==> config.mk <==
export PLATFORM = sky130hd
export DESIGN_NAME = roll_controller
export DESIGN_NICKNAME = d
export VERILOG_FILES = /design/src/rtl/roll_controller.sv
export SDC_FILE = /design/constraint.sdc
export NUM_CORES = 1
export LEC_CHECK = 0
export BUFFER_PORTS_ARGS = -buffer_cell sky130_fd_sc_hd__buf_2
export CORE_ASPECT_RATIO = 0.7
export CORE_MARGIN = 8
export CORE_UTILIZATION = 40
export CTS_BUF_LIST = sky130_fd_sc_hd__clkbuf_16
export DETAILED_ROUTE_END_ITERATION = 12
export PLACE_DENSITY = 0.63
export SLEW_MARGIN = 20
export SYNTH_ARGS = -nofsm -noshare
export SYNTH_HDL_FRONTEND = slang
export SYNTH_SLANG_ARGS = --single-unit
==> constraint.sdc <==
create_clock -name clock -period 2 [get_ports clock]
set_input_delay 0.2 -clock clock [delete_from_list [all_inputs] [get_ports clock]]
set_output_delay 0.2 -clock clock [all_outputs]
set_load 0.01 [all_outputs]
==> src/rtl/roll_controller.sv <==
// rtl/roll_controller.sv - debounced push-button roll sequencer with die result capture
// Optional auto-stop of long rolls: define ROLL_CONTROLLER_AUTO_STOP_EN.
module roll_controller #(
    parameter int unsigned DEBOUNCE_CYCLES = 4,
    parameter int unsigned MIN_ROLL_CYCLES = 8,
    parameter int unsigned MAX_ROLL_CYCLES = 64
) (
    input  logic       clock,
    input  logic       reset,
    input  logic       button,
    input  logic [3:0] value,
    output logic       roll,
    output logic [3:0] result,
    output logic       result_valid,
    output logic       result_error,
    output logic       busy
);

    if (DEBOUNCE_CYCLES < 1 || DEBOUNCE_CYCLES > 65535) begin : g_bad_debounce
        $error("DEBOUNCE_CYCLES out of range 1..65535");
    end
    if (MIN_ROLL_CYCLES < 1 || MIN_ROLL_CYCLES > 65535) begin : g_bad_min
        $error("MIN_ROLL_CYCLES out of range 1..65535");
    end
    if (MAX_ROLL_CYCLES < MIN_ROLL_CYCLES) begin : g_bad_max
        $error("MAX_ROLL_CYCLES must be >= MIN_ROLL_CYCLES");
    end

    localparam logic [15:0] DEB_LAST = 16'(DEBOUNCE_CYCLES - 1);
    localparam logic [15:0] MIN_LAST = 16'(MIN_ROLL_CYCLES - 1);
`ifdef ROLL_CONTROLLER_AUTO_STOP_EN
    localparam logic [15:0] MAX_LAST = 16'(MAX_ROLL_CYCLES - 1);
`endif

    typedef enum logic [1:0] {
        IDLE    = 2'd0,
        ROLLING = 2'd1,
        SETTLE  = 2'd2,
        CAPTURE = 2'd3
    } state_t;

    logic        sync1;
    logic        sync2;
    logic        db_level;
    logic        db_rise;
    logic [15:0] db_count;

    state_t      state;
    state_t      state_next;
    logic [15:0] roll_count;
    logic        value_ok;

    // Two-flop synchronizer, then a mismatch-run counter that flips the level
    // on the DEBOUNCE_CYCLES-th consecutive differing sample.
    always_ff @(posedge clock or posedge reset) begin
        if (reset) begin
            sync1    <= 1'b0;
            sync2    <= 1'b0;
            db_level <= 1'b0;
            db_rise  <= 1'b0;
            db_count <= 16'd0;
        end else begin
            sync1   <= button;
            sync2   <= sync1;
            db_rise <= 1'b0;
            if (sync2 == db_level) begin
                db_count <= 16'd0;
            end else if (db_count >= DEB_LAST) begin
                db_level <= ~db_level;
                db_rise  <= ~db_level;
                db_count <= 16'd0;
            end else begin
                db_count <= db_count + 16'd1;
            end
        end
    end

    assign value_ok = (value >= 4'd1) && (value <= 4'd6);

    // roll_count holds the number of completed ROLLING cycles, so comparing
    // against N-1 ends the roll after exactly N cycles of roll high.
    always_comb begin
        state_next = state;
        case (state)
            IDLE: begin
                if (db_rise) begin
                    state_next = ROLLING;
                end
            end
            ROLLING: begin
                if (!db_level && (roll_count >= MIN_LAST)) begin
                    state_next = SETTLE;
                end
`ifdef ROLL_CONTROLLER_AUTO_STOP_EN
                if (roll_count >= MAX_LAST) begin
                    state_next = SETTLE;
                end
`endif
            end
            SETTLE:  state_next = CAPTURE;
            CAPTURE: state_next = IDLE;
            default: state_next = IDLE;
        endcase
    end

    always_ff @(posedge clock or posedge reset) begin
        if (reset) begin
            state        <= IDLE;
            roll         <= 1'b0;
            roll_count   <= 16'd0;
            result       <= 4'd0;
            result_valid <= 1'b0;
            result_error <= 1'b0;
        end else begin
            state        <= state_next;
            roll         <= (state_next == ROLLING);
            result_valid <= (state == CAPTURE) && value_ok;
            result_error <= (state == CAPTURE) && !value_ok;
            if (state != ROLLING) begin
                roll_count <= 16'd0;
            end else if (roll_count != 16'hFFFF) begin
                roll_count <= roll_count + 16'd1;
            end
            if ((state == CAPTURE) && value_ok) begin
                result <= value;
            end
        end
    end

    assign busy = (state != IDLE);

endmodule

* Word-level counts from Yosys, hierarchy flattened
Index checks and enable logic that the tools add are counted.
W data, S select, Z words.
** Word-level totals
- Bits in registers :: 45
- Input port bits :: 7
- Output and inout bits :: 8
- Word-level logic and storage cells :: 45
** Cells by class
- Add/subtract/negate cells :: 2
- Order comparisons :: 4
- Equal/unequal tests :: 7
- Mux-type cells :: 9
- Bitwise operators :: 2
- Reduce and logical (&&, ||, !) cells :: 10
** Operators with widths (number)
- $mux W16 :: 4
- $add A16 B1 Y16 const B :: 2
- $ge A16 B2 Y1 const B :: 1
- $ge A16 B3 Y1 const B :: 1
- $ne A16 B16 Y1 const B :: 1
- $pmux W2 S4 :: 1
- $eq A2 B1 Y1 const B :: 2
- $eq A2 B2 Y1 const B :: 2
- $ge A4 B1 Y1 const B :: 1
- $le A4 B3 Y1 const B :: 1
- $logic_and A1 B1 Y1 :: 4
- $mux W2 :: 2
- $reduce_bool A2 Y1 :: 2
- $logic_not A1 Y1 :: 2
- $logic_not A2 Y1 :: 1
- $mux W1 :: 2
- $ne A2 B1 Y1 const B :: 1
- $not A1 Y1 :: 2
- $reduce_and A2 Y1 :: 1
- $eq A1 B1 Y1 :: 1

* Longest topological paths before layout
Gate-level depths: netlist of run 1.
- Word-level depth :: 5
- Mapped depth :: 6
- Mapped depth without buffers :: 5

* Worst setup path after synthesis of run 1
Ideal clock, no wire load.
- Path type :: flip-flop to flip-flop
- Start :: reg roll_count[0]
- End :: reg roll_count[14]
- Library setup time :: 0.123 ns
- Data arrival time :: 1.477 ns
- Data required time :: 1.877 ns
- Setup slack :: 0.400 ns
- Stages on the path, launching flop included :: 7
- Buffers on the path :: 1
- Period minus slack after synthesis :: 1.600 ns
- Path through :: dfrtp_1 ha_1 nand3_1 nor4_2 buf_2 nand4_1 mux2i_1
** On the way
- Longest elaborated chain between the ends :: 3
- Elaborated cells between the ends (all ways) :: 5
- Those cells by class :: add/sub (1); eq/ne (1); mux (2); reduce/logical (1)
** RTL lines
- start, declared :: RTL line 50 : logic [15:0] roll_count;
- start signal, assigned :: RTL line 122 : roll_count <= roll_count + 16'd1;
- $add A16 B1 Y16 :: RTL line 122
- $mux W16 :: RTL line 121 : end else if (roll_count != 16'hFFFF) begin
- $mux W16 :: RTL line 119 : if (state != ROLLING) begin
Parallel ways exist; a longest one is shown, timed or not. The select of a mux whose other input is x is not followed.
A chain may end at the register's enable or synchronous reset.

* Worst setup path after layout of run 1
Ends and elaborated chain as after synthesis.

==> results of run 1 <==
-- where the power goes --
group / internal, W / leakage, nW / switching [W]
registers: 0.00103 / 0.572 / 0.000113
logic: 0.000194 / 0.367 / 0.000293
clock network: 0.000598 / 0.0848 / 0.000344
-- sequential cells by signal (all words and copies together), names as in the netlist --
signal,count
db_count,16
roll_count,16
db_level,1
result,4
roll,1
result_valid,1
sync1,1
state,2
sync2,1
db_rise,1
result_error,1
-- synth_stat cells, drive strengths merged, types with 5 or more instances --
| library cell | count |
|---|---|
| dfrtp | 45 |
| a211oi | 5 |
| nor3 | 5 |
| nand2 | 19 |
| and3 | 5 |
| o21ai | 6 |
| nor4 | 8 |
| a21oi | 7 |
| nand3 | 8 |
-- cell type report --
| cell class | instances | share of cell area |
|---|---|---|
| Sequential cell | 45 | 0.498 |
| Multi-Input combinational cell | 126 | 0.341 |
| Clock buffer | 5 | 0.0553 |
| Timing Repair Buffer | 20 | 0.0509 |
| Tap cell | 55 | 0.0304 |
| Clock inverter | 3 | 0.0210 |
| Inverter | 2 | 0.00332 |
-- kinds of logic after synthesis --
kind of cell,share of synthesized area
adder cells (fa/ha/maj),0.0134
AO/OA/AOI/OAI,0.102
multiplexers,0.0454
other,0.00200
AND/OR/NAND/NOR,0.218
flip-flops,0.601
buffers and inverters,0.0127
XOR/XNOR,0.00468
-- worst max-delay path, stage by stage (launching register included) --
cell	delay, ps
dfrtp_1	440
ha_1	280
nand3_1	200
nor4_2	230
buf_4	220
nand4_1	140
mux2i_1	150
-- per-stage QoR --
stage	hold slack [ps]	cells	util	total power [W]
5_1_grt	16.3	256	0.511	0.00272
3_3_place_gp	311	248	0.472	0.00161
2_1_floorplan	231	177	-	0.00145
4_1_cts	16.6	256	0.511	0.00260
3_5_place_dp	314	248	0.472	0.00165
6_report	22.1	256	0.511	0.00257
-- routing by layer --
layer  GRT usage  vias to the layer above  wire, µm
met5           0                        -         0
met1       0.133                      697      1650
met3      0.0387                        5       197
met4      0.0567                        0        59
met2       0.179                       29      1780
li1            -                      669         -
-- worst max-delay path by stage --
stage	from	depth (start not counted)	slack, ps	to
5_1_grt	roll_count[0]	6	50	roll_count[3]
6_report	roll_count[0]	6	230	roll_count[14]
3_5_place_dp	roll_count[0]	6	270	roll_count[14]
2_1_floorplan	roll_count[0]	6	400	roll_count[14]
3_3_place_gp	roll_count[4]	4	340	roll_count[15]
4_1_cts	roll_count[0]	6	250	roll_count[14]
==> impl_metrics.toml, run 1 <==
[final_layout]
drive_gt1_frac = 0.179
n_fill_cell = 386
seq_area_um2 = 1130
mostFrequentLayoutCells = "45 x dfrtp_1, 19 x nand2_1, 14 x conb_1, 14 x buf_2"
multi_input_area_um2 = 772
nets = 209
layout_commonest_cell = "dfrtp_1"
antenna_cells = 0
final_area_um2 = 2260
area_delta_synth_final_pct = 20.8

[clock_tree]
clk_latency_ps = 280
root_buffer = "clkbuf_16"
cts_buffer_depth = 2
htreeDepth = 2
cts.sinks = 45
cts_hold_buf = 0
cts_resized = 0
cts_made_buffers = 5
cts_setup_buffers = 0
clk_pin_slew_ps = 60
cts_tree = "built"

[global_routing]
grt_usage = 0.112
overflow = 0
antenna_found_initial = 0
grt_first_pass_wirelength_um = 6240
grt_pass1_vias = 1332
grt_max_degree = 46

[logic_synthesis]
synthTopCellsByArea = "dfrtp_1 60%, nand2_1 3.8%, mux2_2 2.4%, nor4_1 2.3%, mux2i_1 2.1%"
synthDistinctLibCells = 38
ys_ff_latch = 45
synth.cell_area_um2 = 1870
yosys.area.top_type = "dfrtp_1"
synth-main-ff-cell = "dfrtp_1"
synthArstFlopShare = 1.00
seq_area_frac_synth = 0.601
postSynthAreaPerCell_um2 = 11.4
synth_cells = 164
synth-edff-count = 0
yosys_warnings = 0
synth_top_area_share = 0.601

[timing]
skew_ps = 3.51
hold_viol_final = 0
fin_crit_ps = 1770
setup_ws_ps = 226
drv_slew = 0
grt_setup_unrepaired = "false"
setup-violations-final = 0
fin_crit_sh = 0.887
tns_ps = 0
timing.fmax_mhz = 564
tightest_slew_ps = 533
maxSlewHeadroom = 0.645

[route]
route.detailed.drc = 0
wl_um = 3690
first_iter_violations = 89
vias = 1400
first_pass_iters = 4
via_per_inst = 5.47
wl_per_cell_um = 14.4
postRouteAntennaNets = 0

[job]
drv_cap = 0

[placed_design]
dp_slack_ps = 269
gp_congestion = 0.874
dp_hpwl_um = 2620
placed_area_um2 = 2090
io_buffers = 14

[worst_setup_path]
worst_r2r_endpoint = "roll_count[14]"
worstPathRequired_ps = 2170
r2r_setup_slack_ps = 230
r2r_cells = 6
worst-path-max-fanout = 10
worstPathArrival_ps = 1940
start_kind = "flop"
worstSetupPathType = "flop to flop"
r2r-start = "roll_count[0]"
cp-end-kind = "flop"

[worst_hold_path]
hold-path-endpoint = "sync1"
hold_class = "input pin to flop"
worstHoldStart = "button"
holdPathStages = 1

[floorplanning]
die_h_um = 73.3
die_w_um = 97.8
ioPinCount = 15
std_cell_rows = 20
floorplan.initialDensity = 0.423
die-area_um2 = 7160
core_region_area_um2 = 4430

[outcome]
status = "complete, no violations"

[power]
ir_worst_vdd_mv = 0.612
p_leak_nw = 1.02
powerDensity_nw_per_um2 = 1140
Note: power is estimated with default switching activity, not from simulation.
==> inputs of run 2 (changes only) <==
RECOVER_POWER = 100   (was unset)
==> run 2 against run 1 <==
  * Clock power barely moved
  * Flip-flop and latch count did not move
  * Non-clock buffer count did not move
  * Fmax fell by 1.9%
  * Setup slack got worse by 34 ps
  * First-iteration DRC count fell by 2.2%
  * Count of clock-buffer cells in the layout did not move
  * Hold slack barely moved
  * Register-to-register slack got worse by 30 ps
  * Final cell count did not move
  * Sequential power barely moved
  * Global-route usage did not move
  * Critical path type unchanged
  * Largest cell class unchanged
==> impl_metrics.toml, run 2 (synthesis results as in run 1) <==
[outcome]
status = "complete, no violations"

[timing]
timing.fmax_mhz = 553
maxSlewHeadroom = 0.313
fin_crit_ps = 1810
tightest_slew_ps = 1030
fin_crit_sh = 0.904
setup-violations-final = 0
skew_ps = 3.67
hold_viol_final = 0
grt_setup_unrepaired = "false"
tns_ps = 0
drv_slew = 0

[worst_setup_path]
cp-end-kind = "flop"
worst-path-max-fanout = 7
start_kind = "flop"
worstSetupPathType = "flop to flop"
worstPathArrival_ps = 2010
worstPathRequired_ps = 2200

[placed_design]
io_buffers = 14
dp_hpwl_um = 2620
gp_congestion = 0.874
placed_area_um2 = 2090

[route]
first_pass_iters = 4
wl_per_cell_um = 14.5
vias = 1419
via_per_inst = 5.54
wl_um = 3720
postRouteAntennaNets = 0
first_iter_violations = 87
route.detailed.drc = 0

[global_routing]
grt_pass1_vias = 1332
antenna_found_initial = 0
grt_usage = 0.112
overflow = 0
grt_max_degree = 46
grt_first_pass_wirelength_um = 6240

[final_layout]
area_delta_synth_final_pct = 19.4
multi_input_area_um2 = 767
mostFrequentLayoutCells = "45 x dfrtp_1, 19 x nand2_1, 14 x conb_1"
reg_top3 = "db_count x16, roll_count x16, result x4"
nets = 209
drive_gt1_frac = 0.124
layout_commonest_cell = "dfrtp_1"
seq_area_um2 = 1130
final_area_um2 = 2240
antenna_cells = 0
n_fill_cell = 396

[power]
p_leak_nw = 0.988
powerDensity_nw_per_um2 = 1140
ir_worst_vdd_mv = 0.610

[floorplanning]
die_h_um = 73.3
ioPinCount = 15
die-area_um2 = 7160
core_region_area_um2 = 4430
floorplan.initialDensity = 0.423
std_cell_rows = 20
die_w_um = 97.8

[clock_tree]
cts_setup_buffers = 0
htreeDepth = 2
clk_latency_ps = 280
root_buffer = "clkbuf_16"
cts_tree = "built"
cts.sinks = 45
cts_made_buffers = 5
cts_buffer_depth = 2
cts_hold_buf = 0
clk_pin_slew_ps = 60
cts_resized = 0

[worst_hold_path]
hold_class = "input pin to flop"

[job]
drv_cap = 0
==> run 2: cell type report <==
| class | count | area share |
|---|---|---|
| inverters | 2 | 0.00336 |
| repair buffers | 20 | 0.0425 |
| clock inverters | 3 | 0.0213 |
| flip-flops and latches | 45 | 0.503 |
| clock buffers | 5 | 0.0559 |
| multi-input cells | 126 | 0.343 |
| well taps | 55 | 0.0308 |
==> run 2: worst paths after layout <==
check	start	to	slack, ps	cells past startpoint
min in group asynchronous	reset	result_valid	230	3
worst min register to register	sync1	sync2	350	0
max in group asynchronous	reset	result[2]	1130	3
worst max-delay path	roll_count[4]	roll_count[15]	190	4
worst min-delay path	button	sync1	20	1
worst max register to register	roll_count[4]	roll_count[15]	190	4
==> run 2: where the power goes <==
group	leakage (nW)	switching (W)	internal, W	total (W)
logic	0.331	0.000295	0.000176	0.000471
clock network	0.0848	0.000346	0.000598	0.000944
registers	0.572	0.000112	0.00103	0.00114
total	0.988	0.000753	0.00180	0.00256
==> run 2: routing by layer <==
| metal | track usage | wire [µm] |
|---|---|---|
| met3 | 0.0387 | 214 |
| met5 | 0 | 0 |
| met1 | 0.133 | 1690 |
| met2 | 0.179 | 1760 |
| met4 | 0.0567 | 59 |
==> run 2: per-stage QoR <==
step,total power [W],worst slack [ps],std cells,hold WS [ps],utilization
floorplan,0.00145,400,177,231,-
global placement,0.00161,343,248,311,0.472
detailed placement,0.00165,269,248,314,0.472
CTS,0.00260,246,256,16.6,0.511
global route,0.00270,55.2,256,16.3,0.505
finish,0.00256,192,256,21.9,0.505
==> run 2: critical path: stages, from the launching register on <==
cell and delay [ps]:
dfrtp_1 430, nand3_1 210, or3_4 430, or4_1 490
a21oi_1 160
